File: src/rtl/ps2_pkg.sv
// rtl/ps2_pkg.sv - shared scan-code constants, sequencer states and event record for ps2_key_ctrl
package ps2_pkg;

  localparam logic [7:0] SC_EXT    = 8'hE0;
  localparam logic [7:0] SC_BRK    = 8'hF0;
  localparam logic [7:0] SC_BAT    = 8'hAA;
  localparam logic [7:0] SC_ACK    = 8'hFA;
  localparam logic [7:0] SC_RESEND = 8'hFE;
  localparam logic [7:0] SC_ECHO   = 8'hEE;
  localparam logic [7:0] SC_ERR0   = 8'h00;
  localparam logic [7:0] SC_ERRF   = 8'hFF;
  localparam logic [7:0] SC_PAUSE  = 8'hE1;

  typedef enum logic [1:0] {
    IDLE,
    EXT,
    BRK,
    EXTBRK
  } ps2_state_t;

  typedef struct packed {
    logic [7:0] code;
    logic       ext;
    logic       brk;
    logic       rpt;
  } ps2_event_t;

  // Keyboard status/error bytes that never form a key event on their own.
  function automatic logic is_status(input logic [7:0] b);
    return (b == SC_BAT) || (b == SC_ACK) || (b == SC_RESEND) || (b == SC_ECHO) ||
           (b == SC_ERR0) || (b == SC_ERRF) || (b == SC_PAUSE);
  endfunction

endpackage

File: src/rtl/ps2_scan2ascii.sv
// rtl/ps2_scan2ascii.sv - set-2 scan code to lowercase ASCII lookup (used with PS2_KEY_ASCII_EN)
module ps2_scan2ascii (
  input  logic [7:0] code,
  input  logic       ext,
  output logic [7:0] ascii
);

  always_comb begin
    ascii = 8'h00;
    if (!ext) begin
      case (code)
        8'h1C: ascii = 8'h61; 8'h32: ascii = 8'h62; 8'h21: ascii = 8'h63; 8'h23: ascii = 8'h64;
        8'h24: ascii = 8'h65; 8'h2B: ascii = 8'h66; 8'h34: ascii = 8'h67; 8'h33: ascii = 8'h68;
        8'h43: ascii = 8'h69; 8'h3B: ascii = 8'h6A; 8'h42: ascii = 8'h6B; 8'h4B: ascii = 8'h6C;
        8'h3A: ascii = 8'h6D; 8'h31: ascii = 8'h6E; 8'h44: ascii = 8'h6F; 8'h4D: ascii = 8'h70;
        8'h15: ascii = 8'h71; 8'h2D: ascii = 8'h72; 8'h1B: ascii = 8'h73; 8'h2C: ascii = 8'h74;
        8'h3C: ascii = 8'h75; 8'h2A: ascii = 8'h76; 8'h1D: ascii = 8'h77; 8'h22: ascii = 8'h78;
        8'h35: ascii = 8'h79; 8'h1A: ascii = 8'h7A;
        8'h45: ascii = 8'h30; 8'h16: ascii = 8'h31; 8'h1E: ascii = 8'h32; 8'h26: ascii = 8'h33;
        8'h25: ascii = 8'h34; 8'h2E: ascii = 8'h35; 8'h36: ascii = 8'h36; 8'h3D: ascii = 8'h37;
        8'h3E: ascii = 8'h38; 8'h46: ascii = 8'h39;
        8'h29: ascii = 8'h20; 8'h5A: ascii = 8'h0D; 8'h66: ascii = 8'h08;
        default: ascii = 8'h00;
      endcase
    end
  end

endmodule

File: src/rtl/ps2_key_ctrl.sv
// rtl/ps2_key_ctrl.sv - scan-code sequencer with held-key tracking and event FIFO
// PS2_KEY_ASCII_EN adds ev_ascii, translated at push time and stored per FIFO entry.
module ps2_key_ctrl
  import ps2_pkg::*;
#(
  parameter int FIFO_DEPTH  = 4,
  parameter int TIMEOUT_CYC = 50000
) (
  input  logic                        clk,
  input  logic                        reset,
  input  logic [7:0]                  rx_data,
  input  logic                        rx_valid,
  output logic                        ev_valid,
  input  logic                        ev_ready,
  output logic [7:0]                  ev_code,
  output logic                        ev_ext,
  output logic                        ev_brk,
  output logic                        ev_rpt,
`ifdef PS2_KEY_ASCII_EN
  output logic [7:0]                  ev_ascii,
`endif
  output logic                        held_valid,
  output logic [7:0]                  held_code,
  output logic                        held_ext,
  output logic [7:0]                  press_cnt,
  output logic                        overflow,
  output logic [$clog2(FIFO_DEPTH):0] fifo_level
);

  localparam int AW = $clog2(FIFO_DEPTH);
  localparam int TW = $clog2(TIMEOUT_CYC + 1);

  ps2_state_t  state, state_nxt;
  logic [TW-1:0] tmo_cnt;
  logic        ev_gen, ev_ext_n, ev_brk_n, match, full, push, pop;
  ps2_event_t  ev_new;
  ps2_event_t  mem [FIFO_DEPTH];
  logic [AW-1:0] wr_ptr, rd_ptr;

  assign ev_ext_n = (state == EXT) || (state == EXTBRK);
  assign ev_brk_n = (state == BRK) || (state == EXTBRK);
  assign match    = held_valid && (held_code == rx_data) && (held_ext == ev_ext_n);

  always_comb begin
    ev_gen    = 1'b0;
    state_nxt = state;
    if (rx_valid) begin
      case (state)
        IDLE: begin
          if (rx_data == SC_EXT)      state_nxt = EXT;
          else if (rx_data == SC_BRK) state_nxt = BRK;
          else                        ev_gen = !is_status(rx_data);
        end
        EXT: begin
          if (rx_data == SC_BRK)      state_nxt = EXTBRK;
          else if (rx_data != SC_EXT) begin
            ev_gen    = 1'b1;
            state_nxt = IDLE;
          end
        end
        default: begin
          ev_gen    = 1'b1;
          state_nxt = IDLE;
        end
      endcase
    end else if (state != IDLE && tmo_cnt == TW'(TIMEOUT_CYC - 1)) begin
      state_nxt = IDLE;
    end
  end

  assign ev_new = '{code: rx_data, ext: ev_ext_n, brk: ev_brk_n, rpt: !ev_brk_n && match};

  assign full     = (fifo_level == (AW+1)'(FIFO_DEPTH));
  assign ev_valid = (fifo_level != '0);
  assign pop      = ev_valid && ev_ready;
  assign push     = ev_gen && (!full || pop);

  assign ev_code = ev_valid ? mem[rd_ptr].code : 8'h00;
  assign ev_ext  = ev_valid && mem[rd_ptr].ext;
  assign ev_brk  = ev_valid && mem[rd_ptr].brk;
  assign ev_rpt  = ev_valid && mem[rd_ptr].rpt;

  always_ff @(posedge clk or posedge reset) begin
    if (reset) begin
      state      <= IDLE;
      tmo_cnt    <= '0;
      held_valid <= 1'b0;
      held_code  <= 8'h00;
      held_ext   <= 1'b0;
      press_cnt  <= 8'h00;
      overflow   <= 1'b0;
      wr_ptr     <= '0;
      rd_ptr     <= '0;
      fifo_level <= '0;
    end else begin
      state   <= state_nxt;
      tmo_cnt <= (rx_valid || state_nxt == IDLE) ? '0 : tmo_cnt + TW'(1);
      // Held-key and press tracking follow every event, even one the FIFO drops.
      if (ev_gen) begin
        if (!ev_brk_n) begin
          if (!match) begin
            press_cnt  <= press_cnt + 8'd1;
            held_valid <= 1'b1;
            held_code  <= rx_data;
            held_ext   <= ev_ext_n;
          end
        end else if (match) begin
          held_valid <= 1'b0;
        end
        if (!push) overflow <= 1'b1;
      end
      if (push) wr_ptr <= wr_ptr + AW'(1);
      if (pop)  rd_ptr <= rd_ptr + AW'(1);
      case ({push, pop})
        2'b10:   fifo_level <= fifo_level + (AW+1)'(1);
        2'b01:   fifo_level <= fifo_level - (AW+1)'(1);
        default: fifo_level <= fifo_level;
      endcase
    end
  end

  always_ff @(posedge clk) begin
    if (push) mem[wr_ptr] <= ev_new;
  end

`ifdef PS2_KEY_ASCII_EN
  logic [7:0] ascii_new;
  logic [7:0] ascii_mem [FIFO_DEPTH];

  ps2_scan2ascii u_scan2ascii (
    .code  (rx_data),
    .ext   (ev_ext_n),
    .ascii (ascii_new)
  );

  always_ff @(posedge clk) begin
    if (push) ascii_mem[wr_ptr] <= ascii_new;
  end

  assign ev_ascii = ev_valid ? ascii_mem[rd_ptr] : 8'h00;
`endif

endmodule

File: config.mk
export PLATFORM = sky130hd
export DESIGN_NAME = ps2_key_ctrl
export DESIGN_NICKNAME = d
export VERILOG_FILES = /design/src/rtl/ps2_pkg.sv /design/src/rtl/ps2_scan2ascii.sv /design/src/rtl/ps2_key_ctrl.sv
export SDC_FILE = /design/constraint.sdc
export NUM_CORES = 1
export LEC_CHECK = 0
export ABC_AREA = 1
export CAP_MARGIN = 30
export CORE_MARGIN = 2
export CORE_UTILIZATION = 56
export DETAILED_ROUTE_END_ITERATION = 12
export GPL_ROUTABILITY_DRIVEN = 0
export GPL_TIMING_DRIVEN = 0
export PLACE_DENSITY = 0.86
export SLEW_MARGIN = 20
export SYNTH_ARGS = -nofsm -noshare
export SYNTH_HDL_FRONTEND = slang
export SYNTH_SLANG_ARGS = --single-unit
File: constraint.sdc
create_clock -name clk -period 2.7 [get_ports clk]
set_input_delay 0.81 -clock clk [delete_from_list [all_inputs] [get_ports clk]]
set_output_delay 0.81 -clock clk [all_outputs]
set_load 0.05 [all_outputs]
==> run metrics <==
Mapped Area=~4300 µm²; Starting Density=0.584; Startpoint Class=register; Cell Chain, Critical Path=clkbuf_1 > nor2_1 > o21ai_0 > a21oi_4 > buf_2; Unique masters post-synth=38; Placeable Area=7290 µm²; Slew Viols, Final=0; crit path time final=2.59 ns; Post-synth ARST share=0.500; largest net degree at the start of global routing=29; first-pass GRT wire length=16,000 µm; hold path depth=1; CTS Buf Count=9; Worst Path Required=roughly 1.9 ns; fmax=between 300 and 400 MHz; DR vias=3,191; CP endpoint kind=output port; Synth top cells by count=nor2_1, nand2_1, inv_1; PD cells=approximately 1100 nW/µm²; top cells by area, synth=edfxtp_1, dfrtp_1, nor2_1, nand2_1, inv_1; Pre-Repair DR Iteration Count=4; worst reg2reg path depth=10; Total Routing Usage GR=0.247; Seq/Total Area, Yosys=0.569; Mapped Nets=461; Clock Sinks=just under 90; clk slew on worst S/H paths=0.09 ns; die width=~91 µm; Worst Skew=0.00721 ns; final wirelength=9390 µm; Detail Placement HPWL=around 6300 µm; final hold violations=0; clock root buffer master=clkbuf_8; part of the cycle the worst path needs=0.959; Inserted Diodes=0; Mean Syn Cell Area=9.68 µm²; count of final setup violators=0; Post-synth EDFFs=44; layout cells sized above 1=0.204; Arr. time, crit path=1.78 ns; antenna violations before repair=0; RSZ-0062 raised after global routing=no; IO buf count=45; hold path startpoint=tmo_cnt[0]; number of global-route vias before repair=3,358; Longest Clk Path Bufs=2; synthesis-to-layout area growth=22.3%; flop2flop setup slack=0.63 ns; final core occ=0.714; WHS Endpoint=tmo_cnt[0]; Final nets=521; critical path fanouts, max=10; status=completed; number of synthesized register bits=about 90; IO Count=46; Max-Cap Viols=0; Tightest Hold Check Type=reg -> reg; Ys Warns=0; die area=8320 µm²; 1st-iter DRT viols=203; worst reg2reg path endpoint=held_code[7]; Yosys top cell area share=0.310; cell count after synthesis=440; Hold Buf Count CTS=0; Design Power=about 0.0055 W; Routed Antenna Nets=0; grt ovf=0; maximum VDD drop=0.578 mV; slowest cell delay on critical path=0.41 ns; Avg Vias per Cell=between 5 and 6; WL per Instance=around 16 µm; Slowest-stage cell, CP=dfrtp_1; leakage=between 2 and 2.5 nW; Worst Tran Pin Value=0.523 ns; # DRC=0; cell with the most instances after synthesis=nor2_1; post-synth top area cell=edfxtp_1; H-tree depth=3; Slew headroom=0.650; Core Rows=31; FF-to-FF Start=held_code[7]; Die Height=91.2 µm; Clock Latency Late Sink=0.36 ns; TritonCTS clock tree=built; predominant post-synthesis flop cell=edfxtp_1; critical path type=reg -> out
state kept, by name, summed over array words and instances (netlist names):
name        count
fifo_level      3
state           2
rd_ptr          2
wr_ptr          2
held_code       8
mem            44
overflow        1
held_valid      1
held_ext        1
tmo_cnt        16
press_cnt       8
layout by cell type (no fill, tap or decap), types with 2 or more instances in the layout:
cell,count
o21ai_1,23
clkbuf_2,9
clkinv_4,2
inv_2,6
buf_12,3
nand2_1,68
o21ai_2,2
clkbuf_1,3
dfrtp_1,41
nand3_1,11
edfxtp_1,44
ha_1,8
clkbuf_8,10
o21a_1,5
nor4_2,2
dfrtp_2,3
buf_2,9
buf_4,2
clkdlybuf4s50_1,26
nand4_1,9
o21ai_0,11
nor3_1,2
clkbuf_4,6
inv_1,48
a21oi_2,2
nor2_1,68
nor4_1,3
nor2_4,4
a21oi_4,12
inv_6,2
buf_6,3
o22ai_1,2
nor2_2,12
nand2_2,5
xnor2_1,8
xor2_1,13
per-layer routing:
metal | part of all wire | up-vias | track usage
met2 | 0.51 | 87 | 0.428
met3 | 0.056 | 16 | 0.0598
met4 | 0.018 | 0 | 0.0871
li1 | - | 1560 | -
met5 | 0 | - | 0
met1 | 0.41 | 1528 | 0.301
what timing repair did:
item | 4_1_cts | 5_1_grt
resized for setup | 102 | 21
pin swaps | 4 | 0
setup buffers | 4 | 0
endpoints found under the setup margin | 71 | 10
layout make-up:
cell class,instances,area (µm²)
Buffer,12,93.8
Clock buffer,9,124
Clock inverter,7,77.6
Fill cell,553,2080
Inverter,54,203
Multi-Input combinational cell,285,1720
Sequential cell,88,2430
Tap cell,99,124
Timing Repair Buffer,50,435
per-stage QoR:
step	hold slack, ns	instances	setup TNS [ns]	setup WS (ns)	instance area, µm²
finish	0.474	604	0	0.111	5210
global route	0.490	604	0	0.00397	5210
CTS	0.476	604	0	0.0291	5230
detailed placement	0.461	585	-53.57	-0.951	4980
global placement	0.445	584	-50.39	-0.871	4960
floorplan	0.432	440	0	0.0192	4380
where the power goes:
part / leakage (nW) / switching [W] / internal (W) / total (W)
clock: 0.100 / 0.000509 / 0.000436 / 0.000945
combinational: 1.07 / 0.00188 / 0.000844 / 0.00272
sequential: 0.957 / 0.000179 / 0.00169 / 0.00186
total: 2.12 / 0.00256 / 0.00296 / 0.00553
how the worst max path moves through the flow:
stage	start	end	slack, ns	cells after the start
2_1_floorplan	fifo_level[2]	ev_brk	0.02	5
4_1_cts	rd_ptr[0]	ev_code[0]	0.03	5
6_report	rd_ptr[1]	ev_brk	0.11	5
5_1_grt	rx_valid	fifo_level[2]	0.004	13
3_5_place_dp	rx_data[6]	mem[1][6]	-0.95	11
3_3_place_gp	rx_data[6]	mem[1][6]	-0.87	11
cells by family (layout without fill, tap and decap cells):
logic type,Yosys count,after routing,synth area share
and+or+nand+nor,191,191,0.202
DFF,88,88,0.569
buffers and inverters,67,132,0.0643
AOI/OAI and AO/OA,63,63,0.0893
xor gates and xnor gates,22,22,0.0470
adders and majority gates,9,9,0.0282
critical path: cells and delay by family, from the launching register on:
| family | cells | cell delay [ns] |
|---|---|---|
| AO/OA/AOI/OAI | 2 | 0.33 |
| buffers and inverters | 2 | 0.53 |
| flip-flops | 1 | 0.41 |
| AND/OR/NAND/NOR | 1 | 0.15 |
Note: power is estimated with default switching activity, not from simulation.
